$ cat config.mk
export PLATFORM = sky130hd
export DESIGN_NAME = iter_div
export DESIGN_NICKNAME = d
export VERILOG_FILES = /design/src/rtl/iter_div_pkg.sv /design/src/rtl/iter_div.sv
export SDC_FILE = /design/constraint.sdc
export NUM_CORES = 1
export LEC_CHECK = 0
export CAP_MARGIN = 20
export CORE_UTILIZATION = 40
export CTS_BUF_LIST = sky130_fd_sc_hd__clkbuf_16
export DETAILED_ROUTE_END_ITERATION = 6
export DONT_BUFFER_PORTS = 1
export GPL_ROUTABILITY_DRIVEN = 0
export PLACE_DENSITY = 0.62
export SKIP_LAST_GASP = 1
export SYNTH_ARGS = -nofsm -noshare
export SYNTH_HDL_FRONTEND = slang
export SYNTH_SLANG_ARGS = --single-unit
$ cat constraint.sdc
create_clock -name clk -period 4 [get_ports clk]
set_input_delay 0.2 -clock clk [delete_from_list [all_inputs] [get_ports clk]]
set_output_delay 0.2 -clock clk [all_outputs]
set_load 0.05 [all_outputs]
$ cat src/rtl/iter_div_pkg.sv
// iter_div_pkg: state codes, handshake levels and helpers for the iterative divider.
package iter_div_pkg;

    typedef enum logic [1:0] {
        DIV_FREE    = 2'b00,
        DIV_BY_ZERO = 2'b01,
        DIV_ON      = 2'b10,
        DIV_END     = 2'b11
    } div_state_e;

    localparam logic        DIV_START            = 1'b1;
    localparam logic        DIV_STOP             = 1'b0;
    localparam logic        DIV_RESULT_READY     = 1'b1;
    localparam logic        DIV_RESULT_NOT_READY = 1'b0;
    localparam logic [31:0] ZERO_WORD            = 32'h0000_0000;

    function automatic logic [31:0] magnitude(input logic neg, input logic [31:0] v);
        return neg ? (~v + 32'd1) : v;
    endfunction

endpackage

$ cat src/rtl/iter_div.sv
// iter_div: 32-bit radix-2 restoring divider, one quotient bit per cycle.
// result_o = {remainder, quotient}; ready_o held until the requester drops start_i.
module iter_div
    import iter_div_pkg::*;
(
    input  logic        clk,
    input  logic        rst,
    input  logic        signed_div_i,
    input  logic [31:0] opdata1_i,
    input  logic [31:0] opdata2_i,
    input  logic        start_i,
    input  logic        annul_i,
    output logic [63:0] result_o,
    output logic        ready_o
);

    div_state_e  state_q, state_d;
    logic [5:0]  cnt_q, cnt_d;
    logic [64:0] work_q, work_d;
    logic [31:0] divisor_q, divisor_d;
    logic        signed_q, signed_d;
    logic        sign1_q, sign1_d;
    logic        sign2_q, sign2_d;
    logic [63:0] result_q, result_d;
    logic        ready_q, ready_d;
    logic [32:0] trial;
    logic [31:0] quot_fix;
    logic [31:0] rem_fix;

    always_comb begin
        state_d   = state_q;
        cnt_d     = cnt_q;
        work_d    = work_q;
        divisor_d = divisor_q;
        signed_d  = signed_q;
        sign1_d   = sign1_q;
        sign2_d   = sign2_q;
        result_d  = result_q;
        ready_d   = ready_q;
        trial     = {1'b0, work_q[63:32]} - {1'b0, divisor_q};
        quot_fix  = magnitude(signed_q && (sign1_q ^ sign2_q), work_q[31:0]);
        rem_fix   = magnitude(signed_q && sign1_q, work_q[64:33]);
        case (state_q)
            DIV_FREE: begin
                result_d = '0;
                ready_d  = DIV_RESULT_NOT_READY;
                if (start_i == DIV_START && !annul_i) begin
                    if (opdata2_i == ZERO_WORD) begin
                        state_d = DIV_BY_ZERO;
                    end else begin
                        signed_d  = signed_div_i;
                        sign1_d   = opdata1_i[31];
                        sign2_d   = opdata2_i[31];
                        divisor_d = magnitude(signed_div_i && opdata2_i[31], opdata2_i);
                        work_d    = {ZERO_WORD, magnitude(signed_div_i && opdata1_i[31], opdata1_i), 1'b0};
                        cnt_d     = '0;
                        state_d   = DIV_ON;
                    end
                end
            end
            DIV_BY_ZERO: begin
                result_d = '0;
                ready_d  = DIV_RESULT_READY;
                state_d  = DIV_END;
            end
            DIV_ON: begin
                if (cnt_q == 6'd32) begin
                    result_d = {rem_fix, quot_fix};
                    ready_d  = DIV_RESULT_READY;
                    state_d  = DIV_END;
                end else begin
                    // Negative trial means the divisor did not fit: shift in a 0 and keep the partial remainder.
                    work_d = trial[32] ? {work_q[63:0], 1'b0} : {trial[31:0], work_q[31:0], 1'b1};
                    cnt_d  = cnt_q + 6'd1;
                end
            end
            default: begin
                if (start_i == DIV_STOP) begin
                    result_d = '0;
                    ready_d  = DIV_RESULT_NOT_READY;
                    state_d  = DIV_FREE;
                end
            end
        endcase
        if (annul_i && state_q != DIV_FREE) begin
            result_d = '0;
            ready_d  = DIV_RESULT_NOT_READY;
            state_d  = DIV_FREE;
        end
    end

    always_ff @(posedge clk) begin
        if (rst) begin
            state_q   <= DIV_FREE;
            cnt_q     <= '0;
            work_q    <= '0;
            divisor_q <= '0;
            signed_q  <= 1'b0;
            sign1_q   <= 1'b0;
            sign2_q   <= 1'b0;
            result_q  <= '0;
            ready_q   <= DIV_RESULT_NOT_READY;
        end else begin
            state_q   <= state_d;
            cnt_q     <= cnt_d;
            work_q    <= work_d;
            divisor_q <= divisor_d;
            signed_q  <= signed_d;
            sign1_q   <= sign1_d;
            sign2_q   <= sign2_d;
            result_q  <= result_d;
            ready_q   <= ready_d;
        end
    end

    assign result_o = result_q;
    assign ready_o  = ready_q;

endmodule
==> impl_metrics.json <==
{
  "number_of_antenna_violating_nets_in_the_routed_design": 0,
  "synth_xor_xnor_area_share_pct": 10.99,
  "path_buf_inv": 2,
  "path_delay_family": "compound AO/OA/AOI/OAI gates",
  "worst_hold_startpoint": "opdata2_i[3]",
  "timing.critical_path.fanout_max": 13,
  "vdd_ir_drop_max_mv": 0.3137,
  "final_tns_setup_ns": 0,
  "detail_route.iter0.violations": 983,
  "globalRouteTotalUtil_pct": 22.07,
  "setup_violating_endpoint_count_in_the_final_report": 0,
  "root_buffer": "sky130_fd_sc_hd__clkbuf_16",
  "numCtsBuffers": 17,
  "most_used_cells_in_the_layout_excluding_fill_and_tap_cells": "175 x sky130_fd_sc_hd__nand2_1, 173 x sky130_fd_sc_hd__dfxtp_1, 164 x sky130_fd_sc_hd__nor2_1, 104 x sky130_fd_sc_hd__a21oi_1, 96 x sky130_fd_sc_hd__o21ai_0",
  "cts.clk_slew.worst_paths_ns": 0.07,
  "comb_power_share_pct": 37.5,
  "worstSetupStartpoint": "work_q[47]$_SDFFE_PP0P_",
  "numPlacedInstances": 1752,
  "ctsResizeCount": 0,
  "reg2reg_slack_ns": 0.90,
  "whs_path_depth": 3,
  "cp.required_ns": 4.35,
  "min_period_over_period_pct": 77.53,
  "place.port_buffers": 0,
  "dominantRegCellSynth": "sky130_fd_sc_hd__dfxtp_1",
  "post-cts-setup-buffer-count": 0,
  "synth_fa_ha_area_share_pct": 4.968,
  "antenna_cells": 0,
  "ys_ff_latch": 173,
  "clock_skew_ns": 0.01438,
  "finalNetCount": 1531,
  "setup_repair_after_global_routing_missed_its_margin": "false",
  "routed-via-count": 10050,
  "worst-r2r-cell-count": 10,
  "max-cap-violations": 0,
  "rows": 60,
  "internal_power_mw": 3.554,
  "clkLatencyLatePin_ns": 0.43,
  "path_cells": "ha_1 -> a21oi_1 -> o21ai_0 -> a221oi_1 -> inv_1 -> o21ai_0 -> and3_1 -> buf_4 -> mux2_2 -> o21ai_0",
  "fin_crit_ns": 3.101,
  "cts_tree": "built",
  "synth.lib_cells_used.distinct": 74,
  "r2r-start": "work_q[47]$_SDFFE_PP0P_",
  "layout_commonest_cell": "sky130_fd_sc_hd__nand2_1",
  "dieArea_mm2": 0.02875,
  "post_drt_via_cell_ratio": 5.573,
  "worst_slew_margin_relative_to_its_limit_pct": 37.98,
  "wl_per_cell_um": 17.52,
  "synth.yosys.warnings": 0,
  "delay_of_the_slowest_critical_path_stage_ns": 0.48,
  "die_w_um": 169.6,
  "worst-slew-pin-transition_ns": 0.9303,
  "power.net_switching_mw": 2.474,
  "max_clock_freq_mhz": 322.4,
  "route.final.wire_length_um": 31580,
  "muxShareOfSynthArea_pct": 3.063,
  "clk_path_buf_depth": 2,
  "post-dp-hpwl_um": 23810,
  "final_hold_violations": 0,
  "area_growth_syn_to_layout_pct": 8.678,
  "cts_max_level": 4,
  "ctsHoldBuffers": 19,
  "synth_enable_flop_cells": 0,
  "grt_antenna_before_repair": 0,
  "slew_violations": 0,
  "drtPass1Iterations": 5,
  "netlist_area_mm2": 0.01123,
  "globalRoute.totalOverflow": 0,
  "postSynthAreaPerCell_um2": 7.730,
  "timing.rr.end": "work_q[34]$_SDFFE_PP0P_",
  "pwr_density_mw_per_mm2": 493.8,
  "hold_path.class": "primary input to register",
  "timing.critical_path.mode_cell": "sky130_fd_sc_hd__o21ai_0",
  "crit_arrival_ns": 3.46,
  "crit_type": "register to register",
  "maximum_number_of_pins_on_one_net_before_global_route_repair": 72,
  "timing.hold.worst_endpoint": "divisor_q[3]$_SDFFE_PP0P_",
  "asyncSetResetFlopFracSynth_pct": 0,
  "synth_simple_gate_area_share_pct": 21.04,
  "core_area_mm2": 0.02725,
  "gate_count_after_technology_mapping": 1453,
  "synthesis.nets": 1566,
  "crit_slowest_cell": "sky130_fd_sc_hd__dfxtp_1",
  "synth_top_family_by_area": "compound AO/OA/AOI/OAI gates",
  "synth_compound_area_share_pct": 23.39,
  "number_of_sinks_on_the_clock_net": 173,
  "global_route_wire_length_before_repair_um": 50400,
  "first_global_vias": 9265,
  "cellLeakagePower_nw": 4.776,
  "worst_setup_path_start_kind": "register",
  "die_y_um": 169.6,
  "outcome": "finished clean",
  "initial_core_util_pct": 41.22,
  "ys_seq_area_share_pct": 30.83,
  "cp-end-kind": "register",
  "sequentialPowerShare_pct": 36.1,
  "final_layout_size_suffix_gt1_share_pct": 5.521,
  "pwr-share-clk_pct": 26.3,
  "drc": 0,
  "num_io_pins": 134,
  "p_sw_share_pct": 41.04,
  "final_cell_count_no_fill": 1803
}
[power groups by stage]
stage	logic, mW	registers (mW)	clock network [mW]
final	2.26	2.18	1.59
after detailed placement	2.20	2.21	0
after global routing	2.51	2.20	1.69
after floorplan	1.78	2.09	0
after global placement	2.19	2.20	0
after CTS	2.24	2.17	1.62
[metrics by stage]
step	hold WS [ns]	instance area (um2)	util [%]	total power, mW	worst slack (ns)
global route	0.01255	12210	44.79	6.403	0.6031
floorplan	0.3360	11230	-	3.868	1.301
global placement	0.2819	11450	42.02	4.389	1.035
CTS	0.0005413	12210	44.79	6.024	0.9531
detailed placement	0.2816	11450	42.02	4.405	0.9759
finish	0.006133	12210	44.79	6.028	0.8987
[cells by family (layout without fill, tap and decap cells)]
family | count (synthesis) | in the layout
AOI/OAI and AO/OA | 407 | 407
xor gates and xnor gates | 141 | 141
adders and majority gates | 44 | 44
buffers and inverters | 152 | 130
DFF | 173 | 173
muxes | 34 | 34
and+or+nand+nor | 502 | 502
[cell type report]
type / count / area, um2
Sequential cell: 173 / 3463
Tap cell: 372 / 465.4
Inverter: 62 / 232.7
Clock inverter: 15 / 123.9
Multi-Input combinational cell: 1128 / 7161
Clock buffer: 17 / 425.4
Fill cell: 2747 / 15040
Timing Repair Buffer: 36 / 335.3
[per-layer routing]
metal,part of all wire [%],GRT usage [%],up-vias
li1,-,-,5072
met2,39,30.74,336
met5,0,0,-
met3,8.8,5.947,25
met4,0.98,4.583,0
met1,51,33.29,4616
[worst register-to-register path: stages, from the launching register on]
cell,delay [ns]
sky130_fd_sc_hd__dfxtp_1,0.48
sky130_fd_sc_hd__ha_1,0.37
sky130_fd_sc_hd__a21oi_1,0.25
sky130_fd_sc_hd__o21ai_0,0.16
sky130_fd_sc_hd__a221oi_1,0.34
sky130_fd_sc_hd__inv_1,0.07
sky130_fd_sc_hd__o21ai_0,0.29
sky130_fd_sc_hd__and3_1,0.32
sky130_fd_sc_hd__buf_4,0.27
sky130_fd_sc_hd__mux2_2,0.36
sky130_fd_sc_hd__o21ai_0,0.12
[flip-flops by register name, summed over array words and instances, names as in the netlist]
name and flops:
sign1_q 1, signed_q 1, cnt_q 6, divisor_q 32
result_o 64, work_q 65, ready_o 1, sign2_q 1
state_q 2
[cells in the mapped netlist, types with 4 or more instances]
cell / instances / area (um2)
sky130_fd_sc_hd__a211o_1: 6 / 52.55
sky130_fd_sc_hd__a211oi_1: 34 / 255.2
sky130_fd_sc_hd__a21o_1: 16 / 120.1
sky130_fd_sc_hd__a21oi_1: 104 / 520.5
sky130_fd_sc_hd__a22oi_1: 37 / 277.8
sky130_fd_sc_hd__a311oi_1: 5 / 43.79
sky130_fd_sc_hd__a31oi_1: 10 / 62.56
sky130_fd_sc_hd__a32oi_1: 4 / 35.03
sky130_fd_sc_hd__a41oi_1: 4 / 35.03
sky130_fd_sc_hd__and2_1: 14 / 87.58
sky130_fd_sc_hd__and3_1: 11 / 68.82
sky130_fd_sc_hd__buf_2: 12 / 60.06
sky130_fd_sc_hd__clkbuf_1: 67 / 251.5
sky130_fd_sc_hd__dfxtp_1: 173 / 3463
sky130_fd_sc_hd__ha_1: 43 / 538.0
sky130_fd_sc_hd__inv_1: 62 / 232.7
sky130_fd_sc_hd__mux2i_1: 31 / 310.3
sky130_fd_sc_hd__nand2_1: 175 / 656.9
sky130_fd_sc_hd__nand2b_1: 13 / 81.33
sky130_fd_sc_hd__nand3_1: 17 / 85.08
sky130_fd_sc_hd__nand4_1: 5 / 31.28
sky130_fd_sc_hd__nor2_1: 166 / 623.1
sky130_fd_sc_hd__nor2b_1: 6 / 37.54
sky130_fd_sc_hd__nor3_1: 30 / 150.1
sky130_fd_sc_hd__nor4_1: 17 / 106.4
sky130_fd_sc_hd__o2111ai_1: 5 / 43.79
sky130_fd_sc_hd__o211ai_1: 18 / 135.1
sky130_fd_sc_hd__o21ai_0: 96 / 480.5
sky130_fd_sc_hd__o21ai_1: 13 / 65.06
sky130_fd_sc_hd__o31ai_1: 19 / 142.6
sky130_fd_sc_hd__o41ai_1: 12 / 105.1
sky130_fd_sc_hd__or3_1: 13 / 81.33
sky130_fd_sc_hd__or4_1: 7 / 52.55
sky130_fd_sc_hd__or4_4: 5 / 56.30
sky130_fd_sc_hd__xnor2_1: 72 / 630.6
sky130_fd_sc_hd__xor2_1: 69 / 604.3
[how the worst max path moves through the flow]
stage | end | slack, ns | depth (start not counted)
3_3_place_gp | work_q[34]$_SDFFE_PP0P_ | 1.04 | 10
5_1_grt | work_q[33]$_SDFFE_PP0P_ | 0.60 | 10
4_1_cts | work_q[34]$_SDFFE_PP0P_ | 0.95 | 10
6_report | work_q[34]$_SDFFE_PP0P_ | 0.90 | 10
2_1_floorplan | work_q[63]$_SDFFE_PP0P_ | 1.30 | 10
3_5_place_dp | work_q[33]$_SDFFE_PP0P_ | 0.98 | 10
Power figures use the tool's default switching activity.
